`config.mk`:
```
export PLATFORM = sky130hd
export DESIGN_NAME = hex_frame_collector
export DESIGN_NICKNAME = d
export VERILOG_FILES = /design/src/rtl/hex_frame_collector.sv
export SDC_FILE = /design/constraint.sdc
export NUM_CORES = 1
export LEC_CHECK = 0
export ABC_AREA = 1
export CAP_MARGIN = 30
export CORE_ASPECT_RATIO = 0.8
export CORE_MARGIN = 1
export CORE_UTILIZATION = 55
export DETAILED_ROUTE_END_ITERATION = 10
export HOLD_SLACK_MARGIN = 0.08
export PLACE_DENSITY = 0.81
export RECOVER_POWER = 50
export SYNTH_ARGS = -nofsm -noshare
export SYNTH_HDL_FRONTEND = slang
export SYNTH_SLANG_ARGS = --single-unit
```
`constraint.sdc`:
```
create_clock -name CLK -period 2.9 [get_ports CLK]
set_clock_uncertainty 0.15 [all_clocks]
set_input_delay 0.435 -clock CLK [delete_from_list [all_inputs] [get_ports CLK]]
set_output_delay 0.435 -clock CLK [all_outputs]
set_load 0.01 [all_outputs]
```
`src/rtl/hex_frame_collector.sv`:
```
// Frames "<cmd><CHAR_NUM chars><CR|LF>" from a UART byte stream into a command byte and packed ASCII payload.
// Optional inter-character timeout is compiled in with `define HEX_FRAME_TIMEOUT_EN.
module hex_frame_collector #(
    parameter int CHAR_NUM    = 2,
    parameter int TIMEOUT_CYC = 1000000
) (
    input  logic                  CLK,
    input  logic                  RST_N,
    input  logic                  iRX_VALID,
    input  logic [7:0]            iRX_DATA,
    output logic [7:0]            oCMD,
    output logic [CHAR_NUM*8-1:0] oASCII,
    output logic                  oVALID,
    output logic                  oLEN_ERR,
    output logic                  oBUSY
);

    localparam int SREG_W = CHAR_NUM * 8;
    localparam int CNT_W  = $clog2(CHAR_NUM + 1);

    typedef enum logic [1:0] {IDLE, DATA, OVF} state_t;
    typedef enum logic [1:0] {CLS_TERM, CLS_SPACE, CLS_PRINT, CLS_ILLEGAL} byte_cls_t;

    state_t            state, next_state;
    byte_cls_t         byte_cls;
    logic [7:0]        cmd_stage;
    logic [SREG_W-1:0] sreg;
    logic [CNT_W-1:0]  count;
    logic              count_full;
    logic              timeout;
    logic              load_cmd, shift_in, accept, reject;

    assign count_full = (count == CNT_W'(CHAR_NUM));

    // NOTE: every signal assigned in an always_comb gets a default first, otherwise a latch is inferred.
    always_comb begin
        byte_cls = CLS_ILLEGAL;
        if (iRX_DATA == 8'h0D || iRX_DATA == 8'h0A)
            byte_cls = CLS_TERM;
        else if (iRX_DATA == 8'h20)
            byte_cls = CLS_SPACE;
        else if (iRX_DATA >= 8'h21 && iRX_DATA <= 8'h7E)
            byte_cls = CLS_PRINT;
    end

`ifdef HEX_FRAME_TIMEOUT_EN
    localparam int IDLE_W = (TIMEOUT_CYC > 1) ? $clog2(TIMEOUT_CYC) : 1;

    logic [IDLE_W-1:0] idle_cnt;

    // A byte in the timeout cycle wins: it is processed and restarts the count.
    assign timeout = (state != IDLE) && !iRX_VALID && (idle_cnt == IDLE_W'(TIMEOUT_CYC - 1));

    always_ff @(posedge CLK or negedge RST_N) begin
        if (!RST_N)
            idle_cnt <= '0;
        else if (iRX_VALID || state == IDLE || timeout)
            idle_cnt <= '0;
        else
            idle_cnt <= idle_cnt + IDLE_W'(1);
    end
`else
    // Without the timeout a frame waits for its terminator forever; TIMEOUT_CYC is inert here.
    assign timeout = (TIMEOUT_CYC < 0);
`endif

    // NOTE: sequential state uses non-blocking assignments so every register samples pre-edge values.
    always_ff @(posedge CLK or negedge RST_N) begin
        if (!RST_N)
            state <= IDLE;
        else
            state <= next_state;
    end

    always_comb begin
        next_state = state;
        if (iRX_VALID) begin
            case (state)
                IDLE: if (byte_cls == CLS_PRINT) next_state = DATA;
                DATA: begin
                    case (byte_cls)
                        CLS_PRINT:   if (count_full) next_state = OVF;
                        CLS_TERM:    next_state = IDLE;
                        CLS_ILLEGAL: next_state = OVF;
                        default:     next_state = DATA;
                    endcase
                end
                OVF:  if (byte_cls == CLS_TERM) next_state = IDLE;
                default: next_state = IDLE;
            endcase
        end else if (timeout) begin
            next_state = IDLE;
        end
    end

    always_comb begin
        load_cmd = 1'b0;
        shift_in = 1'b0;
        accept   = 1'b0;
        reject   = 1'b0;
        if (iRX_VALID) begin
            case (state)
                IDLE: load_cmd = (byte_cls == CLS_PRINT);
                DATA: begin
                    shift_in = (byte_cls == CLS_PRINT) && !count_full;
                    accept   = (byte_cls == CLS_TERM) && count_full;
                    reject   = (byte_cls == CLS_TERM) && !count_full;
                end
                OVF:  reject = (byte_cls == CLS_TERM);
                default: reject = 1'b0;
            endcase
        end else begin
            reject = timeout;
        end
    end

    // NOTE: staging registers are reset too, so a reset mid-frame leaves no stale payload behind.
    always_ff @(posedge CLK or negedge RST_N) begin
        if (!RST_N) begin
            cmd_stage <= '0;
            sreg      <= '0;
            count     <= '0;
            oCMD      <= '0;
            oASCII    <= '0;
            oVALID    <= 1'b0;
            oLEN_ERR  <= 1'b0;
            oBUSY     <= 1'b0;
        end else begin
            oVALID   <= accept;
            oLEN_ERR <= reject;
            oBUSY    <= (next_state != IDLE);
            if (load_cmd) begin
                cmd_stage <= iRX_DATA;
                count     <= '0;
            end
            // The cast keeps the low SREG_W bits, i.e. drops the oldest char off the top.
            if (shift_in) begin
                sreg  <= SREG_W'({sreg, iRX_DATA});
                count <= count + CNT_W'(1);
            end
            if (accept) begin
                oCMD   <= cmd_stage;
                oASCII <= sreg;
            end
        end
    end

endmodule

```
==> summary.txt, run 1 <==
Timing
  – Final min period: 2.50 ns
  – RSZ-0062 raised after global routing: no
  – Final setup violation count: 0
  – Final hold vios: 0
  – Final max-slew violation count: 0
  – Worst Tran Pin Value: 1.30 ns
  – Fmax: 400 MHz
  – Max_slew headroom: 13.5%
  – Tcrit/Tclk final: 86.1%
  – Setup TNS: 0 ns

Clock network
  – Post_cts resized: 0
  – CTS buffer count: 5
  – CTS tree: done
  – Clk sink count: 55
  – Bufs on Longest Clock Path: 2
  – Hold Buf Count CTS: 0
  – Clk_lat worst skew: 0.31 ns
  – Post-CTS setup buffer count: 0
  – Root Buffer: clkbuf_8
  – Clock slew at reported path FFs: 0.10 ns
  – H-tree depth: 2

Finish
  – Layout Utilization: 70.0%
  – Nets: 298
  – Commonest non-fill, non-tap cell in the layout: dfrtp_1
  – Area occupied by multi-input gates: 868 µm²
  – Final Instance Area: 0.00294 mm²
  – Antenna diode count: 0
  – Register area: 0.00138 mm²
  – FILL cells: 323
  – Commonest non-fill, non-tap cells in the layout: dfrtp_1 (55), nand2_1 (45), inv_1 (28)
  – Layout cells sized above 1: 13.2%
  – Layout area overhead: 21.6%

Worst setup path
  – Cell at the slowest stage of the critical path: clkdlybuf4s50_1
  – Critical Path RT: 2.95 ns
  – Worst-path cell chain: clkdlybuf4s50_1, nor2_1, nand4_1, nor3_1, nor2_1, inv_1, ha_1, nand2_2, nor2_4, buf_12, mux2_2
  – Crit path capture type: flop
  – Max FO, Critical Path: 29
  – Most used cell, CP: nor2_1
  – Critical path launch point type: input pin
  – Setup CP Type: in2reg
  – Worst path arrival time: 2.55 ns
  – CP max stage delay: 0.48 ns

Global route
  – Pin count of the biggest net entering global routing: 56
  – GR Overflow Total: 0
  – First-pass GRT wire length: 7.52 mm
  – Number of global-route vias before repair: 1585
  – Initial antenna violation count: 0
  – Gr usage total: 21.4%

Place
  – Hpwl dp: 2.94 mm
  – Routability cong.: 0.886
  – Number of buffers added on ports: 37
  – Area post-placement: 0.00286 mm²

Run status
  – Status: finished clean

Route
  – Vias: 1717
  – First DRT Iteration DRCs: 143
  – TritonRoute pass-1 iters: 5
  – Average wire per standard cell: 13.1 µm
  – Remaining routing DRC violations: 0
  – Final antenna-violating net count: 0
  – Vias per cell: 5.08
  – DRT Wirelength: 4.42 mm

Synth
  – Part of the Yosys area used for sequential elements: 56.9%
  – Syn Inst Count: 236
  – Synth warnings: 0
  – Netlist Area Pre-Place: 0.00242 mm²
  – Syn Area/Cell: 10.2 µm²
  – Cell variety after synth: 26
  – Seq cells post-synth: 55
  – Syn nets: 254

Floorplanning
  – Num rows: 21
  – Die Y-Extent: 61.3 µm
  – Chip Width: 76.1 µm
  – # IOs: 38
  – Die area: 0.00467 mm²
  – Initial Util: 57.5%
  – Core area: 0.00420 mm²

Power
  – Leakage: 1.49 nW
  – IR drop worst, VDD: 389 µV
  – PD cells: 666 mW/mm²

Flow run
  – Max-cap violation count: 0

Worst hold path
  – Worst hold path class: in2async
-- synth_stat cells (all sizes together) --
| library cell | count | share of area [%] |
|---|---|---|
| a21oi | 10 | 2.1 |
| a22oi | 1 | 0.31 |
| a31oi | 1 | 0.26 |
| buf | 6 | 2.5 |
| clkbuf | 1 | 0.21 |
| dfrtp | 55 | 57 |
| ha | 7 | 3.6 |
| inv | 29 | 4.5 |
| mux2 | 16 | 9.5 |
| nand2 | 47 | 7.5 |
| nand3 | 6 | 1.4 |
| nand4 | 2 | 0.52 |
| nor2 | 22 | 3.8 |
| nor3 | 2 | 0.41 |
| o21ai | 30 | 6.2 |
| o22ai | 1 | 0.26 |
-- sequential cells by signal, indices dropped and copies added (netlist names) --
signal / flops
count: 2
cmd_stage: 8
oCMD: 8
sreg: 16
state: 2
oLEN_ERR: 1
oASCII: 16
oVALID: 1
oBUSY: 1
-- worst paths after layout --
kind	start	to	slack, ns	cells past startpoint
max reg2reg	state[1]$_DFF_PN0_	oASCII[8]$_DFFE_PN0P_	1.13	6
min	RST_N	oASCII[11]$_DFFE_PN0P_	0.33	2
min reg2reg	sreg[10]$_DFFE_PN0P_	sreg[10]$_DFFE_PN0P_	0.35	2
max in group asynchronous	RST_N	oCMD[4]$_DFFE_PN0P_	1.48	2
max	iRX_DATA[2]	oASCII[8]$_DFFE_PN0P_	0.40	11
min in group CLK	sreg[10]$_DFFE_PN0P_	sreg[10]$_DFFE_PN0P_	0.35	2
-- layer usage --
metal / GRT usage, % / routed length [µm] / up-vias
met2: 33.2 / 2000 / 61
met1: 30.4 / 2120 / 811
met5: 0 / 0 / -
li1: - / - / 841
met4: 9.07 / 50 / 0
met3: 4.15 / 242 / 4
-- worst max-delay path: cells and delay by family --
family	cells	cell delay, ns
fa+ha+maj	1	0.19
mux	1	0.35
simple gates	6	0.81
buf+inv	3	0.75
-- cells by family (layout without fill, tap and decap cells) --
logic type	after synthesis	count (layout)	synth area share [%]
multiplexers	16	16	9.47
flip-flops	55	55	56.9
adder cells (fa/ha/maj)	7	7	3.62
AO/OA/AOI/OAI	43	43	9.11
AND/OR/NAND/NOR	79	79	13.7
buffers and inverters	36	81	7.19
-- power breakdown --
| part | total (W) | switching, W | leakage, nW | internal [W] |
|---|---|---|---|---|
| Combinational | 0.000471 | 0.000280 | 0.722 | 0.000191 |
| Sequential | 0.00106 | 0.000109 | 0.728 | 0.000952 |
| Clock | 0.000426 | 0.000252 | 0.0418 | 0.000174 |
-- per-stage QoR --
step | total power [W] | instances | hold WS [ns] | setup WS (ns)
3_3_place_gp | 0.00151 | 330 | 0.317 | 0.154
5_1_grt | 0.00211 | 338 | 0.377 | 0.174
4_1_cts | 0.00198 | 338 | 0.109 | 0.406
2_1_floorplan | 0.00138 | 236 | -0.0106 | 0.769
6_report | 0.00196 | 338 | 0.334 | 0.402
3_5_place_dp | 0.00155 | 330 | 0.327 | 0.0946
-- area by class of cell --
type,instances,share of cell area (%)
repair buffers,44,14.5
inverters,29,3.70
multi-input cells,145,29.5
well taps,57,2.42
clock inverters,2,0.553
flip-flops and latches,55,46.8
clock buffers,6,2.47
No activity file was read; power rests on OpenSTA's default activity.
==> run 2, diff against run 1 <==
--- a/config.mk
+++ b/config.mk
@@ -8,7 +8,6 @@
 export ABC_AREA = 1
 export CAP_MARGIN = 30
 export CORE_ASPECT_RATIO = 0.8
-export CORE_MARGIN = 1
 export CORE_UTILIZATION = 55
 export DETAILED_ROUTE_END_ITERATION = 10
 export HOLD_SLACK_MARGIN = 0.08
==> results of run 2 <==
Final layout, timing and power as in run 1 (identical DEF).
==> run 3, diff against run 2 <==
--- a/config.mk
+++ b/config.mk
@@ -9,7 +9,10 @@
 export CAP_MARGIN = 30
 export CORE_ASPECT_RATIO = 0.8
 export CORE_UTILIZATION = 55
+export CTS_BUF_LIST = sky130_fd_sc_hd__clkbuf_8 sky130_fd_sc_hd__clkbuf_16
+export CTS_CLUSTER_SIZE = 12
 export DETAILED_ROUTE_END_ITERATION = 10
+export GPL_TIMING_DRIVEN = 0
 export HOLD_SLACK_MARGIN = 0.08
 export PLACE_DENSITY = 0.81
 export RECOVER_POWER = 50
==> run 3 against run 2 <==
  * Fmax shrank 6.3%
  * Register-to-register slack lost 0.11 ns
  * Non-clock buffer count grew 2
  * Critical endpoint is now oCMD[5]$_DFFE_PN0P_
  * Global-route usage grew 1.1 points
==> summary.txt, run 3 (synthesis gave the netlist of run 1 again) <==
Global route
  – GR Overflow Total: 0 (unchanged)
  – Gr usage total: 22.6% (+1.1 points)
  – Met2 Use GR: 37.7% (+4.4 points)
  – Initial antenna violation count: 0 (unchanged)
  – Most Used Layer, Global Route: met2
  – Pin count of the biggest net entering global routing: 42 (-25%)
  – Met3 Use GR: 5.78% (+1.6 points)
  – GR Layer Usage met1: 29.3% (-1.2 points)
  – Number of global-route vias before repair: 1669 (+5.3%)
  – First-pass GRT wire length: 7.92 mm (+5.3%)

Route
  – DRT Wirelength: 4.56 mm (+3.3%)
  – Remaining routing DRC violations: 0 (unchanged)
  – Vias per cell: 5.15 (+1.4%)
  – Vias: 1752 (+2.0%)
  – First DRT Iteration DRCs: 110 (-23%)
  – TritonRoute pass-1 iters: 5 (unchanged)
  – Final antenna-violating net count: 0 (unchanged)
  – Average wire per standard cell: 13.4 µm (+2.7%)

Clock network
  – CTS tree: done
  – Root Buffer: clkbuf_8
  – Clk sink count: 55 (unchanged)
  – Bufs on Longest Clock Path: 2 (unchanged)
  – Clock slew at reported path FFs: 0.09 ns (about the same)
  – Post-CTS setup buffer count: 0 (unchanged)
  – CTS buffer count: 5 (unchanged)
  – H-tree depth: 2 (unchanged)
  – Clk_lat worst skew: 0.32 ns (about the same)

Worst setup path
  – Worst path arrival time: 2.72 ns (+0.17 ns)
  – CP max stage delay: 0.43 ns (-0.05 ns)
  – Worst-path cell chain: clkdlybuf4s50_1, inv_1, nand2_1, nor3_1, nand2_1, inv_1, nor2_1, inv_1, ha_1, nand2_2, nor2_4, buf_6, mux2_4
  – Cell at the slowest stage of the critical path: clkdlybuf4s50_1
  – Critical path launch point type: input pin
  – Max FO, Critical Path: 10 (-66%)
  – Crit path capture type: flop
  – Critical Path Start: iRX_DATA[6]
  – Critical Path RT: 2.96 ns (about the same)
  – Most used cell, CP: inv_1
  – Reg2reg start: state[1]$_DFF_PN0_
  – Setup CP Type: in2reg

Flow run
  – Max-cap violation count: 0 (unchanged)

Timing
  – Final setup violation count: 0 (unchanged)
  – Hold slack final: 0.348 ns (+0.0147 ns)
  – RSZ-0062 raised after global routing: no
  – Fmax: 375 MHz (-6.3%)
  – Max_slew headroom: 33.3% (+20 points)
  – Final max-slew violation count: 0 (unchanged)
  – Final hold vios: 0 (unchanged)
  – Worst Tran Pin Value: 1.00 ns (-0.296 ns)
  – Final min period: 2.67 ns (+0.168 ns)
  – Tcrit/Tclk final: 91.9% (+5.8 points)

Finish
  – Final Instance Area: 0.00296 mm² (+0.64%)
  – Commonest non-fill, non-tap cell in the layout: dfrtp_1
  – Layout Utilization: 70.4% (+0.45 points)
  – Antenna diode count: 0 (unchanged)
  – Layout area overhead: 22.4%
  – Layout cells sized above 1: 13.4% (+0.26 points)
  – Nets: 300 (+0.67%)
  – Largest registers: oASCII (16), sreg (16)
  – Commonest non-fill, non-tap cells in the layout: dfrtp_1 (55), nand2_1 (45), inv_1 (28)

Power
  – Clock network power share: 22.1% (+0.3 points)
  – PD cells: 668 mW/mm² (+0.33%)
  – Sequential power share: 53.5% (-0.7 points)
  – Sw power: 0.000658 W (+2.5%)
  – Comb power frac: 24.4% (+0.3 points)
  – Sw frac: 33.3% (+0.51 points)
  – Internal power: 0.00132 W (+0.21%)
  – Leakage: 1.50 nW (+0.72%)
  – Design Power: 0.00198 W (+0.97%)
  – IR drop worst, VDD: 489 µV (+26%)

Place
  – Number of buffers added on ports: 37 (unchanged)
  – Routability cong.: 0.851 (-4.0%)
  – Hpwl dp: 3.26 mm (+11%)
  – Area post-placement: 0.00288 mm² (+0.70%)

Floorplanning
  – Core area: 0.00420 mm² (unchanged)
  – Die area: 0.00467 mm² (unchanged)
  – Num rows: 21 (unchanged)
  – Initial Util: 57.5% (unchanged)
  – Die Y-Extent: 61.3 µm (unchanged)
  – # IOs: 38 (unchanged)
  – Chip Width: 76.1 µm (unchanged)

Worst hold path
  – Worst hold path class: reg2reg
  – Hold Crit Start: cmd_stage[6]$_DFFE_PN0P_

Run status
  – Status: finished clean
run 3: area by class of cell:
class | instances | area (µm²)
multi-input cells | 145 | 868
clock buffers | 5 | 68.8
flip-flops and latches | 55 | 1380
clock inverters | 3 | 22.5
inverters | 29 | 109
repair buffers | 39 | 379
well taps | 57 | 71.3
fillers | 335 | 1240
plain buffers | 7 | 65.1
run 3: worst max-delay path, delay by kind of cell:
family | cells | cell delay (ns)
adders and majority gates | 1 | 0.19
and+or+nand+nor | 6 | 0.86
buffers and inverters | 5 | 0.93
muxes | 1 | 0.31
run 3: through the flow:
step	instances	setup WS [ns]	setup TNS, ns
global placement	330	-0.326	-17.84
global route	340	0.0742	0
CTS	340	0.225	0
finish	340	0.234	0
detailed placement	331	-0.100	-1.10
floorplan	236	0.769	0
run 3: final timing paths:
check / slack, ns / cells past startpoint / endpoint
max in group asynchronous: 0.64 / 3 / cmd_stage[4]$_DFFE_PN0P_
hold reg to reg: 0.35 / 2 / cmd_stage[6]$_DFFE_PN0P_
hold / removal: 0.35 / 2 / cmd_stage[6]$_DFFE_PN0P_
setup / recovery: 0.23 / 13 / oCMD[5]$_DFFE_PN0P_
setup reg to reg: 1.02 / 7 / sreg[0]$_DFFE_PN0P_
min in group asynchronous: 0.53 / 2 / oASCII[14]$_DFFE_PN0P_
run 3: power by group through the flow:
stage               logic [W]  clock network, W  registers, W
floorplan            0.000333                 0       0.00105
global placement     0.000452                 0       0.00107
detailed placement   0.000479                 0       0.00107
CTS                  0.000489          0.000446       0.00106
global route         0.000568          0.000477       0.00108
finish               0.000481          0.000437       0.00106
run 3: timing repair:
action                     CTS  global route
resized for setup            0             0
hold endpoints to repair    14             0
setup endpoints to repair    0             0
hold buffers                 1             0
run 3: per-layer routing:
metal	up-vias	wire length (µm)
met5	-	0
met4	0	26
met3	4	269
met2	61	2120
met1	829	2150
li1	858	-
